===== config.mk =====
export PLATFORM = sky130hd
export DESIGN_NAME = onehot_strobe_decoder
export DESIGN_NICKNAME = d
export VERILOG_FILES = /design/src/rtl/decoder_pkg.sv /design/src/rtl/cycle_downcounter.sv /design/src/rtl/onehot_strobe_decoder.sv
export SDC_FILE = /design/constraint.sdc
export NUM_CORES = 1
export LEC_CHECK = 0
export ABC_CLOCK_PERIOD_IN_PS = 3000
export CORE_MARGIN = 2
export CORE_UTILIZATION = 56
export DETAILED_ROUTE_END_ITERATION = 10
export HOLD_SLACK_MARGIN = 0.05
export PLACE_DENSITY = 0.82
export SLEW_MARGIN = 20
export SYNTH_ARGS = -nofsm -noshare
export SYNTH_HDL_FRONTEND = slang
export SYNTH_SLANG_ARGS = --single-unit

===== constraint.sdc =====
create_clock -name clk -period 3 [get_ports clk]
set_input_delay 0.45 -clock clk [delete_from_list [all_inputs] [get_ports clk]]
set_output_delay 0.45 -clock clk [all_outputs]
set_load 0.005 [all_outputs]

===== src/rtl/decoder_pkg.sv =====
// Shared definitions for the one-hot encode/decode path: widths, the decoder
// FSM state type and the code-to-one-hot expansion helper.
package decoder_pkg;

    // Width of a select code and of the one-hot strobe it expands to.
    localparam int CODE_W   = 2;
    localparam int ONEHOT_W = 4;

    // Cycle counter width; covers any hold or gap length up to 255.
    localparam int CNT_W    = $clog2(256);

    // Decoder sequencing: waiting for a code, driving a strobe, forced-low guard.
    typedef enum logic [1:0] {
        IDLE = 2'd0,
        HOLD = 2'd1,
        GAP  = 2'd2
    } state_t;

    // Expand a select code into a single set bit at that position.
    function automatic logic [ONEHOT_W-1:0] decodeOneHot(input logic [CODE_W-1:0] code);
        logic [ONEHOT_W-1:0] v;
        v       = '0;
        v[code] = 1'b1;
        return v;
    endfunction

endpackage


===== src/rtl/cycle_downcounter.sv =====
// Loadable down-counter used to time the hold and gap phases. A load always
// wins over a decrement, and a decrement at zero is ignored so the count can
// never wrap to 255.
module cycle_downcounter
    import decoder_pkg::*;
(
    input  logic             clk,
    input  logic             rst,
    input  logic             load,
    input  logic [CNT_W-1:0] load_val,
    input  logic             dec,
    output logic             zero
);

    logic [CNT_W-1:0] r_count;

    // Count register: load a new period, or step down towards zero and stop there.
    always_ff @(posedge clk or posedge rst) begin
        if (rst) begin
            r_count <= '0;
        end else if (load) begin
            r_count <= load_val;
        end else if (dec && (r_count != '0)) begin
            r_count <= r_count - 1'b1;
        end
    end

    assign zero = (r_count == '0);

endmodule


===== src/rtl/onehot_strobe_decoder.sv =====
// Registered 2-to-4 decoder: an accepted code becomes a one-hot strobe on Y
// for HOLD_CYCLES cycles, then Y is forced low for GAP_CYCLES cycles before
// the next code may be taken. Strobes from consecutive transfers therefore
// never touch each other.
module onehot_strobe_decoder
    import decoder_pkg::*;
#(
    parameter int HOLD_CYCLES = 4,
    parameter int GAP_CYCLES  = 1
)
(
    input  logic                clk,
    input  logic                rst,
    input  logic                in_valid,
    input  logic [CODE_W-1:0]   in_code,
    input  logic                in_en,
    output logic                in_ready,
    output logic [ONEHOT_W-1:0] Y,
    output logic                busy,
    output logic                done
);

    // Counter reload values; the counter counts down to zero inclusive, so a
    // period of N cycles loads N-1.
    localparam logic [CNT_W-1:0] HOLD_LOAD = CNT_W'(HOLD_CYCLES - 1);
    localparam logic [CNT_W-1:0] GAP_LOAD  = (GAP_CYCLES > 0) ? CNT_W'(GAP_CYCLES - 1) : '0;
    localparam bit               HAS_GAP   = (GAP_CYCLES != 0);

    state_t                r_state;
    state_t                w_nextState;
    logic [ONEHOT_W-1:0]   r_y;
    logic [ONEHOT_W-1:0]   w_nextY;
    logic                  r_done;
    logic                  w_nextDone;
    logic                  r_busy;
    logic                  r_inReady;
    logic                  w_accept;
    logic                  w_cntLoad;
    logic [CNT_W-1:0]      w_cntLoadVal;
    logic                  w_cntDec;
    logic                  w_cntZero;

    // A transfer is only taken while idle and advertising ready.
    assign w_accept = in_valid && r_inReady && (r_state == IDLE);

    cycle_downcounter u_counter (
        .clk      (clk),
        .rst      (rst),
        .load     (w_cntLoad),
        .load_val (w_cntLoadVal),
        .dec      (w_cntDec),
        .zero     (w_cntZero)
    );

    // Next-state, next-strobe and counter control for the IDLE/HOLD/GAP sequence.
    always_comb begin
        w_nextState  = r_state;
        w_nextY      = r_y;
        w_nextDone   = 1'b0;
        w_cntLoad    = 1'b0;
        w_cntLoadVal = '0;
        w_cntDec     = 1'b0;

        case (r_state)
            IDLE: begin
                w_nextY = '0;
                if (w_accept) begin
                    w_nextState  = HOLD;
                    w_cntLoad    = 1'b1;
                    w_cntLoadVal = HOLD_LOAD;
                    w_nextY      = in_en ? decodeOneHot(in_code) : '0;
                end
            end

            HOLD: begin
                if (w_cntZero) begin
                    w_nextY    = '0;
                    w_nextDone = 1'b1;
                    if (HAS_GAP) begin
                        w_nextState  = GAP;
                        w_cntLoad    = 1'b1;
                        w_cntLoadVal = GAP_LOAD;
                    end else begin
                        w_nextState = IDLE;
                    end
                end else begin
                    w_cntDec = 1'b1;
                end
            end

            GAP: begin
                w_nextY = '0;
                if (w_cntZero) begin
                    w_nextState = IDLE;
                end else begin
                    w_cntDec = 1'b1;
                end
            end

            default: begin
                w_nextState = IDLE;
                w_nextY     = '0;
            end
        endcase
    end

    // State and output registers; ready/busy follow the state being entered so
    // they are valid in the same cycle as the state they describe.
    always_ff @(posedge clk or posedge rst) begin
        if (rst) begin
            r_state   <= IDLE;
            r_y       <= '0;
            r_done    <= 1'b0;
            r_busy    <= 1'b0;
            r_inReady <= 1'b0;
        end else begin
            r_state   <= w_nextState;
            r_y       <= w_nextY;
            r_done    <= w_nextDone;
            r_busy    <= (w_nextState != IDLE);
            r_inReady <= (w_nextState == IDLE);
        end
    end

    assign Y        = r_y;
    assign done     = r_done;
    assign busy     = r_busy;
    assign in_ready = r_inReady;

endmodule


==> metrics.txt, run 1 <==
status=finished, final reports clean; switching pwr=0.000407 W; Peak VDD IR=0.581 mV; Achievable Freq=roughly 550 MHz; cell count after synthesis=85; final non-filler cell total=between 100 and 150; CP peak stage delay=~520 ps; row cnt=14; fill cell count=approximately 110; Seq pwr share=36.8%; Logic pwr share=slightly above 50%; maxcap violations=0; worst min path class=reg -> reg; crit path DAT=1990 ps; initial core utilization=between 60 and 70%; Worst-path clk slew=100 ps; WP buf/inv=1; Setup WS post-layout=1190 ps; # resized after CTS=0; register area=approximately 430 um2; synthesis-stage register bit count=17; Port Buffers=12; final core occ=a little under three quarters; setup tns final=0 ps; FF-to-FF setup slack=~1200 ps; final hold violation count=0; CTS tree=yes; pre-CTS setup slack=between 1000 and 1500 ps; Routed WL=between 1.5 and 2 mm; Residual DRC=0; max-slew violation count=0; Syn. warnings=0; area delta synth->final=18.3%; layout cell share with drive strength beyond 1=between 10% and 20%; nets=approximately 110; total clock sinks=17; Setup-failing EPs final=0; GRT Overall Usage=20.2%; final HPWL from detailed placement=about 1.3 mm; CTS Hold Bufs=0; period utilization=60.4%; first-pass GRT wire length=around 2.9 mm; Slew headroom=between 50 and 60%; largest net degree at the start of global routing=18; Sw Share=40.7%; Post-DRT Antenna Nets=0; total clock buffers created by CTS=3; leakage=between 0.4 and 0.5 nW; Crit path max-delay family=simple AND/OR/NAND/NOR gates; vias in the first global route=a little under 700; Root Driver=clkbuf_4; multi-input logic area=between 400 and 500 um2; Routed wire per std cell=roughly 14 um; crit start category=flip-flop; Worst EP required=3180 ps; post-synth cell types=32; Pwr Density=a little over 900 nW/um2; core area=around 1500 um2; postcts setup bufs=0; First-pass DRT Iterations=2; Slowest-stage cell, CP=or3b_2; clock skew=8.13 ps; register area share after synthesis=roughly 47%; synthesized area per cell=~11 um2; Via-to-Cell Ratio=between 5 and 6; crit path time final=between 1500 and 2000 ps; num ports=13; crit-path cells=inv_1 > ha_1 > or3b_2 > o21ai_0 > a221oi_2 > nand2b_1; H-tree levels=1; post-placement cell count=between 100 and 150; die area=approximately 2000 um2; Setup CP Type=reg -> reg; Antenna diodes=0; Max FO, Critical Path=6; CP Capture Type=flip-flop; Clock power frac=between 10% and 20%; RePlAce Congestion=around 0.8; Die X=between 40 and 50 um; clock latency on the worst-skew pair=between 200 and 300 ps; Die H=44.2 um; Post-Syn Area=907 um2; total number of vias=slightly below 700; RSZ-0062 raised after global routing=false; Worst-Margin Slew=between 600 and 700 ps; Pint=about 0.00059 W; Post-Syn Nets=97; clock tree buffer depth=2; antenna violations before repair=0; GRT overflow=0; Iter 0 DRT Violations=11
[cell type report]
class	count	share of cell area (%)
sequential	17	39.6
multi-input combinational	59	41.7
timing repair buffer	12	11.2
clock buffer	4	2.45
tap	16	1.86
inverter	9	3.15
[cell usage in the layout, fill, tap and decap left out, types with 2 or more instances in the layout]
master,synthesis,routed
nand3_1,5,5
nand2_1,6,6
o211ai_1,3,3
a31o_2,2,2
a22o_1,2,2
ha_1,6,6
nor3_1,2,2
xor2_1,3,3
dfrtp_1,17,17
clkdlybuf4s50_1,0,12
a21oi_1,2,2
clkbuf_4,0,3
o21ai_0,2,2
inv_1,9,9
nor2_1,6,6
o31ai_1,2,2
[registers in the layout, summed over array words and instances, names as in the netlist]
name / cells
u_counter.r_count: 8
Y: 4
r_state: 2
busy: 1
done: 1
in_ready: 1
[cell usage after synthesis (all sizes together)]
cell	count	area share [%]
nor2	6	2.5
a31o	2	1.9
a221o	1	1.1
o31ai	2	1.7
nand2	6	2.5
nor3b	1	1.4
ha	6	8.3
or4	1	1.2
nor4bb	1	1.1
o22ai	1	0.69
nor4b	1	0.97
a22o	2	1.9
xor2	3	2.9
dfrtp	17	47
a21boi	1	0.83
nand2b	1	0.69
and3	1	0.69
nand3	6	3.9
a21oi	2	1.1
inv	9	3.7
a221oi	1	1.7
or3b	1	0.97
a211oi	1	0.83
o211ai	3	2.5
nor4	1	2.3
o21ai	3	2.1
xnor2	1	0.97
a2111oi	1	0.97
nor2b	1	0.69
nor3	2	1.1
[metrics by stage]
stage / cell area [um2] / total power [W] / hold WS (ps)
after global placement: 1050 / 0.000867 / 464
after floorplan: 907 / 0.000745 / 376
after CTS: 1070 / 0.00101 / 500
final: 1070 / 0.000999 / 488
after detailed placement: 1050 / 0.000887 / 477
after global routing: 1070 / 0.00109 / 544
[worst min-delay path, cell delays in order (launching register included)]
cell and delay, ps:
dfrtp_1 360, nand2_1 50, o31ai_1 50
[power by group through the flow]
| stage | sequential [W] | clock, W | combinational (W) |
|---|---|---|---|
| 6_report | 0.000368 | 0.000120 | 0.000511 |
| 5_1_grt | 0.000377 | 0.000131 | 0.000580 |
| 4_1_cts | 0.000369 | 0.000123 | 0.000516 |
| 3_5_place_dp | 0.000374 | 0 | 0.000513 |
| 3_3_place_gp | 0.000368 | 0 | 0.000499 |
| 2_1_floorplan | 0.000361 | 0 | 0.000384 |
[metal layers]
layer	track usage [%]	vias up	share of wire, %
met5	0	-	0
met4	10.9	0	2.2
met3	4.08	5	3.3
met2	32.9	10	48
met1	25.2	318	47
li1	-	340	-
[kinds of logic (layout without fill, tap and decap cells)]
logic type,after synthesis,in the layout,share of synthesized area (%)
AND/OR/NAND/NOR,29,29,20.0
AO/OA/AOI/OAI,20,20,17.2
flip-flops,17,17,46.9
buffers and inverters,9,25,3.72
adder cells (fa/ha/maj),6,6,8.28
XOR/XNOR,4,4,3.86
[worst paths after layout]
path	from	end	cells after the start
max	u_counter.r_count[0]	busy	6
max in group asynchronous	rst	u_counter.r_count[1]	2
min in group asynchronous	rst	u_counter.r_count[2]	2
min	Y[3]	Y[3]	2
max reg2reg	u_counter.r_count[0]	busy	6
min reg2reg	Y[3]	Y[3]	2
No activity file was read; power rests on OpenSTA's default activity.
==> run 2: changes to the inputs <==
--- a/config.mk
+++ b/config.mk
@@ -5,12 +5,12 @@
 export SDC_FILE = /design/constraint.sdc
 export NUM_CORES = 1
 export LEC_CHECK = 0
-export ABC_CLOCK_PERIOD_IN_PS = 3000
+export ABC_CLOCK_PERIOD_IN_PS = 1900
 export CORE_MARGIN = 2
-export CORE_UTILIZATION = 56
+export CORE_UTILIZATION = 52
 export DETAILED_ROUTE_END_ITERATION = 10
 export HOLD_SLACK_MARGIN = 0.05
-export PLACE_DENSITY = 0.82
+export PLACE_DENSITY = 0.77
 export SLEW_MARGIN = 20
 export SYNTH_ARGS = -nofsm -noshare
 export SYNTH_HDL_FRONTEND = slang
==> constraint.sdc (replaced) <==
create_clock -name clk -period 1.9 [get_ports clk]
set_input_delay 0.285 -clock clk [delete_from_list [all_inputs] [get_ports clk]]
set_output_delay 0.285 -clock clk [all_outputs]
set_load 0.005 [all_outputs]
==> run 2 against run 1 <==
  * Clock power increased by 65%
  * Combinational power grew 66%
  * Worst setup slack got worse by 1100 ps
  * Global-route usage down 0.059 points
  * Maximum frequency fell by 1.2%
  * Routed wire length increased by 5.5%
  * Flip-flop and latch count unchanged
  * Largest cell class unchanged
  * Power increased by 64%
  * Non-clock buffer count stayed put
  * Worst hold slack worse by 130 ps
  * Sequential share of layout area fell by 0.77 points
  * Clock skew fell by 7.4 ps
==> metrics.txt, run 2 (synthesized netlist as in run 1, its figures left out) <==
status=finished, final reports clean; final HPWL from detailed placement=1.32 mm (+2.3%); Port Buffers=12 (unchanged); Antenna diodes=0 (unchanged); nets=114 (unchanged); crit path time final=1830 ps (+22.5 ps); antenna violations before repair=0 (unchanged); Root Driver=clkbuf_4; crit path DAT=2070 ps (+80 ps); Post-DRT Antenna Nets=0 (unchanged); most common cell after layout, fill and taps aside=dfrtp_1; WP buf/inv=1 (unchanged); max-slew violation count=0 (unchanged); clock tree buffer depth=2 (unchanged); maxcap violations=0 (unchanged); Peak VDD IR=0.886 mV (+52%); setup tns final=0 ps (unchanged); crit start category=flip-flop; Worst-Margin Slew=619 ps (-3.06 ps); critical path depth=6 (unchanged); # resized after CTS=0 (unchanged); core area=1690 um2 (+12%); Achievable Freq=545 MHz (-1.2%); Max FO, Critical Path=6 (unchanged); vias in the first global route=638 (-5.3%); total number of vias=677 (+0.59%); Die X=45.8 um (+3.4%); RePlAce Congestion=0.793 (-0.44%); CP peak stage delay=530 ps (about the same); First-pass DRT Iterations=4 (+2); CP Capture Type=flip-flop; postcts setup bufs=0 (unchanged); most frequent cells in the layout=dfrtp_1 (17), clkdlybuf4s50_1 (12), inv_1 (9); GRT Overall Usage=20.2% (-0.059 points); Crit path max-delay family=simple AND/OR/NAND/NOR gates; crit-path cells=inv_1 > ha_1 > or3b_2 > o22ai_1 > a221o_1 > nor2b_1; H-tree levels=1 (unchanged); row cnt=15 (+1); total clock sinks=17 (unchanged); Die H=45.8 um (+3.4%); Pwr Density=1500 nW/um2 (+61%); Routed wire per std cell=14.9 um (+4.6%); leakage=0.499 nW (+0.89%); reg2reg path depth=6 (unchanged); initial core utilization=53.7% (-6.5 points); RSZ-0062 raised after global routing=false; CTS Hold Bufs=0 (unchanged); final hold violation count=0 (unchanged); CTS tree=yes; Worst-path clk slew=100 ps (about the same); Largest register FFs=8 (unchanged); largest net degree at the start of global routing=18 (unchanged); Routed WL=1.76 mm (+5.5%); num ports=13 (unchanged); Setup-failing EPs final=0 (unchanged); Residual DRC=0 (unchanged); worst min path class=in -> async; Slew headroom=58.7% (+0.20 points); Iter 0 DRT Violations=17 (+6); area delta synth->final=20.7%; GRT overflow=0 (unchanged); total clock buffers created by CTS=3 (unchanged); Setup CP Type=reg -> reg; Via-to-Cell Ratio=5.74 (-0.26%); layout cell share with drive strength beyond 1=14.9% (+3.0 points); period utilization=96.6% (+36 points); clock latency on the worst-skew pair=300 ps (about the same); Largest Register=u_counter.r_count; clock skew=0.683 ps (-7.45 ps); fill cell count=135 (+22%); hold_ws=353 ps (-135 ps); die area=2090 um2 (+7.0%); Worst EP required=2130 ps (-1050 ps); first-pass GRT wire length=2.93 mm (+1.7%); Slowest-stage cell, CP=or3b_2
run 2: cell types whose count changed in the layout (fill, tap and decap cells not counted), sizes merged:
cell    change
clkbuf      -1
clkinv      +1
run 2: worst reg2reg max path, stage by stage (launching register included):
cell and delay [ps]:
dfrtp_1 420, inv_1 90, ha_1 170, or3b_2 530, o22ai_1 180, a221o_1 230
nor2b_1 150
run 2: routing by layer:
layer / wire length [um] / vias to the layer above / GRT usage [%]
met1: 840 / 318 / 29.0
li1: - / 342 / -
met2: 820 / 13 / 27.9
met3: 52 / 4 / 3.57
met4: 45 / 0 / 12.6
met5: 0 / - / 0
run 2: path summary, 6_finish.rpt:
kind	to	start	slack (ps)
max reg2reg	in_ready	u_counter.r_count[0]	70
min reg2reg	Y[1]	Y[1]	490
min in group clk	Y[1]	Y[1]	490
min	in_ready	rst	350
max	in_ready	u_counter.r_count[0]	70
max in group asynchronous	u_counter.r_count[5]	rst	1150
run 2: final cells by class:
cell class	count	area (um2)	share of cell area [%]
clock buffers	3	22.5	2.06
inverters	9	33.8	3.09
repair buffers	12	120	11.0
clock inverters	1	5.00	0.457
multi-input cells	59	467	42.6
well taps	17	21.3	1.94
flip-flops and latches	17	425	38.9
run 2: metrics by stage:
| stage | setup WS, ps | std cells | util, % | instance area [um2] | total power (W) |
|---|---|---|---|---|---|
| after detailed placement | 131 | 114 | 62.1 | 1050 | 0.00140 |
| after global routing | 10.6 | 118 | 64.8 | 1090 | 0.00176 |
| after CTS | 91.0 | 118 | 63.7 | 1080 | 0.00161 |
| after global placement | 160 | 114 | 62.1 | 1050 | 0.00137 |
| final | 65.3 | 118 | 64.8 | 1090 | 0.00164 |
| after floorplan | 262 | 85 | - | 907 | 0.00118 |
run 2: power breakdown:
group	leakage [nW]	internal (W)	total (W)	switching, W
sequential	0.222	0.000475	0.000591	0.000116
combinational	0.259	0.000396	0.000850	0.000454
clock	0.0177	0.0000785	0.000198	0.000119
total	0.499	0.000949	0.00164	0.000689
==> RTL change 1 (flow settings as in run 2) <==
Re-encode `state_t` (3 states) as one-hot, 3 bits wide.
--- a/src/rtl/decoder_pkg.sv
+++ b/src/rtl/decoder_pkg.sv
@@ -12,6 +12,6 @@
     // Decoder sequencing: waiting for a code, driving a strobe, forced-low guard.
-    typedef enum logic [1:0] {
-        IDLE = 2'd0,
-        HOLD = 2'd1,
-        GAP  = 2'd2
+    typedef enum logic [2:0] {
+        IDLE = 3'b001,
+        HOLD = 3'b010,
+        GAP  = 3'b100
     } state_t;
Check against the original RTL: same outputs for any inputs over 10 cycles, from zero or initial values and one cycle with rst high; not proved beyond that.
==> RTL change 1 against run 2 <==
- first-iteration DRC count fell by 53%
- wire length rose by 2.2%
- design area rose by 2.9%
- count of clock-buffer cells in the layout rose by 1
- highest routed layer unchanged
- hold slack got worse by 58 ps
- sequential cell count rose by 1
- global-route usage barely moved
- worst setup slack got worse by 5.4 ps
- synthesized area rose by 0.28%
- core utilization rose by 1.9 points
- critical endpoint is now u_counter.r_count[3]$_DFFE_PP0P_
Power is not compared: it rests on default switching activity, and its combinational part moved more than twofold at a synthesized area within 25%.
==> RTL change 1: results <==
grt:
  use_met3: 0.0437
  grt_use_met2: 0.327
  grt_max_degree: 19
  grt_usage: 0.202
  grt_pass1_wl_mm: 2.96
  grt_pass1_vias: 671
detailed_routing:
  drt-pass1-iter-count: 3
  wl_met2_um: 884
  routed-wl-met3_um: 50
  viasPerCell: 5.72
  first_iter_violations: 8
  wl_per_cell_um: 14.6
yosys:
  synthAdderAreaFrac: 0.0275
  synth_area_per_cell_um2: 10.7
  ys_seq_area_frac: 0.497
  synth_compound_area_frac: 0.144
  ys_types: 35
  syn_nets: 93
  synth-xor-area-share: 0.0289
  synth_common_cells: "17 x dfrtp_1, 5 x a21oi_1, 5 x inv_1, 5 x nand2_1"
  synth_area_leaders: "dfrtp_1 47%, dfstp_2 2.9%, a21oi_1 2.8%"
placed_design:
  dp_slack_ps: 20.2
  place_area_um2: 1060
  gp_congestion: 0.814
  dp_hpwl_mm: 1.28
  dp.cells: 116
layout:
  fin_cells: 123
  drive_gt1_frac: 0.236
run_status:
  outcome: "finished, final reports clean"
power_and_ir_drop:
  p_leak_nw: 0.515
sta:
  worstMarginPinSlew_ps: 393
  fin_skew_ps: 6.91
setup_path:
  crit_path_max_fanout: 8
  critical_path.max_stage_delay_ps: 520
  cp_slowest_cell: "or4b_1"
-- RTL change 1: cell count changes after synthesis, sizes merged, moves of 4 or more --
cell,delta
nand3,-5
buf,+4
ha,-4
inv,-4
-- RTL change 1: power breakdown --
part	total, mW	internal, mW	switching (mW)
Sequential	0.499	0.450	0.0492
Combinational	0.367	0.187	0.180
Clock	0.201	0.0817	0.119
-- RTL change 1: final timing paths --
| path | from | endpoint | slack, ps | cells past startpoint |
|---|---|---|---|---|
| max in group asynchronous | rst | r_state[0]$_DFF_PP1_ | 1340 | 3 |
| setup reg to reg | u_counter.r_count[1]$_DFFE_PP0P_ | u_counter.r_count[3]$_DFFE_PP0P_ | 60 | 7 |
| setup / recovery | u_counter.r_count[1]$_DFFE_PP0P_ | u_counter.r_count[3]$_DFFE_PP0P_ | 60 | 7 |
| hold / removal | rst | r_state[2]$_DFF_PP0_ | 290 | 3 |
| hold reg to reg | Y[1]$_DFFE_PP0P_ | Y[1]$_DFFE_PP0P_ | 490 | 2 |
| min in group clk | Y[1]$_DFFE_PP0P_ | Y[1]$_DFFE_PP0P_ | 490 | 2 |
-- RTL change 1: repair_timing --
item                       CTS  global route
gates resized for setup      0             4
hold endpoints to repair     0             0
setup endpoints to repair    1            10
pin swaps                    0             2
buffers inserted             1             2
-- RTL change 1: tightest hold or removal path: stages --
cell and delay (ps):
clkdlybuf4s50_1 400, inv_1 50, buf_4 240
-- RTL change 1: cell type report --
cell class | instances | area (µm²)
Multi-Input combinational cell | 58 | 417
Clock buffer | 4 | 26.3
Inverter | 5 | 18.8
Sequential cell | 18 | 452
Tap cell | 17 | 21.3
Fill cell | 134 | 563
Timing Repair Buffer | 21 | 191
==> RTL change 2 (settings of run 2) <==
Without the edit above. The package constant `ONEHOT_W` goes from 4 to 5.
--- a/src/rtl/decoder_pkg.sv
+++ b/src/rtl/decoder_pkg.sv
@@ -6,3 +6,3 @@
     localparam int CODE_W   = 2;
-    localparam int ONEHOT_W = 4;
+    localparam int ONEHOT_W = 5;
 
Ports: changed (resized Y); port bits go from 13 to 14. The function was not compared with the original's and may differ.
==> RTL change 2 against run 2 <==
- first-iteration DRC count fell by 65%
- design area fell by 2.3%
- wire length fell by 7.3%
- largest cell class unchanged
- power fell by 1.1%
- sequential cell count did not move
- synthesized area fell by 1.1%
- non-clock buffer count rose by 2
- worst setup slack improved by 46 ps
==> RTL change 2: results <==
power_and_ir_drop:
  max-vdd-ir-drop_mv: 0.853
  power_frac_seq: 0.361
  powerComb_uw: 844
  swShare: 0.413
  p_leak_nw: 0.511
placed_design:
  place_area_um2: 1040
  gp_congestion: 0.782
  io_buffers: 12
  dp_slack_ps: 102
  dp_hpwl_mm: 1.25
detailed_routing:
  first_iter_violations: 6
  via_count: 698
  wl_per_cell_um: 13.5
clock_network:
  clock_latency_ps: 280
  clkTransAtPathRegs_ps: 100
  root_buffer: "clkbuf_4"
  clock_path_buffers: 2
  cts_buffers: 3
  post_cts_buffers: 0
  cts_resized: 0
layout:
  nets: 116
  largest_reg_flops: 8
  regMostFlops: "u_counter.r_count"
  fillers: 139
  drive_gt1_frac: 0.106
yosys:
  synthArstFlopShare: 1.00
  synth_warnings: 0
  synth_common_cells: "17 x dfrtp_1, 9 x inv_1, 7 x nand2_1, 6 x nor2_1"
  synth_area_leaders: "dfrtp_1 47%, ha_1 7.0%, inv_1 3.8%"
  ys_types: 35
  syn_nets: 99
  ys_seq_area_frac: 0.474
setup_path:
  critical_path.max_stage_delay_ps: 680
  reg2reg_to: "Y[1]$_DFFE_PP0P_"
  reg2reg_depth: 4
  cp_slowest_cell: "or4_1"
  crit_path_max_fanout: 7
  critPathKind: "flop to flop"
  r2r-start: "u_counter.r_count[4]$_DFFE_PP0P_"
  worstPathArrival_ps: 2010
  path_delay_family: "simple AND/OR/NAND/NOR gates"
  rrSetupSlack_ps: 110
grt:
  grt_usage: 0.181
  grt_pass1_vias: 665
  grt_pass1_wl_mm: 2.75
  grt_max_degree: 18
  antenna_found_initial: 0
sta:
  fin_skew_ps: 0.623
  slew_headroom: 0.571
  hold_viol: 0
  max_freq_mhz: 559
run_status:
  outcome: "finished, final reports clean"
RTL change 2: changes by cell type after synthesis, sizes merged, moves of 2 or more:
cell,before,now
or2,0,2
o21a,0,2
a31o,2,0
buf,0,2
xor2,3,1
mux2i,0,2
RTL change 2: logic make-up after synthesis:
family                   Yosys count  share of synthesized area
AND/OR/NAND/NOR                   31                      0.188
AO/OA/AOI/OAI                     19                      0.170
flip-flops                        17                      0.474
buffers and inverters             11                     0.0516
adder cells (fa/ha/maj)            5                     0.0697
XOR/XNOR                           2                     0.0195
multiplexers                       2                     0.0223
other                              1                    0.00418
RTL change 2: layout make-up:
type / count / area share
Tap cell: 17 / 0.0199
Sequential cell: 17 / 0.398
Inverter: 9 / 0.0316
Timing Repair Buffer: 14 / 0.126
Multi-Input combinational cell: 60 / 0.400
Clock buffer: 4 / 0.0246
RTL change 2: routing by layer:
metal	track usage	part of all wire
met1	0.246	0.51
met2	0.290	0.45
met3	0.0357	0.026
met4	0.0529	0.0086
met5	0	0
RTL change 2: worst min-delay path by stage:
stage / startpoint / to / slack [ps] / cells after the start
floorplan: rst / Y[0]$_DFFE_PP0P_ / 210 / 1
global placement: Y[2]$_DFFE_PP0P_ / Y[2]$_DFFE_PP0P_ / 460 / 2
detailed placement: Y[2]$_DFFE_PP0P_ / Y[2]$_DFFE_PP0P_ / 490 / 2
CTS: rst / r_state[0]$_DFF_PP0_ / 410 / 2
global route: rst / Y[0]$_DFFE_PP0P_ / 460 / 2
finish: rst / Y[1]$_DFFE_PP0P_ / 380 / 2
RTL change 2: stage by stage:
stage	util	power, mW	hold WS, ps	cells
2_1_floorplan	-	1.20	211	88
3_3_place_gp	0.623	1.40	462	117
3_5_place_dp	0.623	1.42	489	117
4_1_cts	0.639	1.61	409	121
5_1_grt	0.640	1.75	456	121
6_report	0.640	1.62	384	121
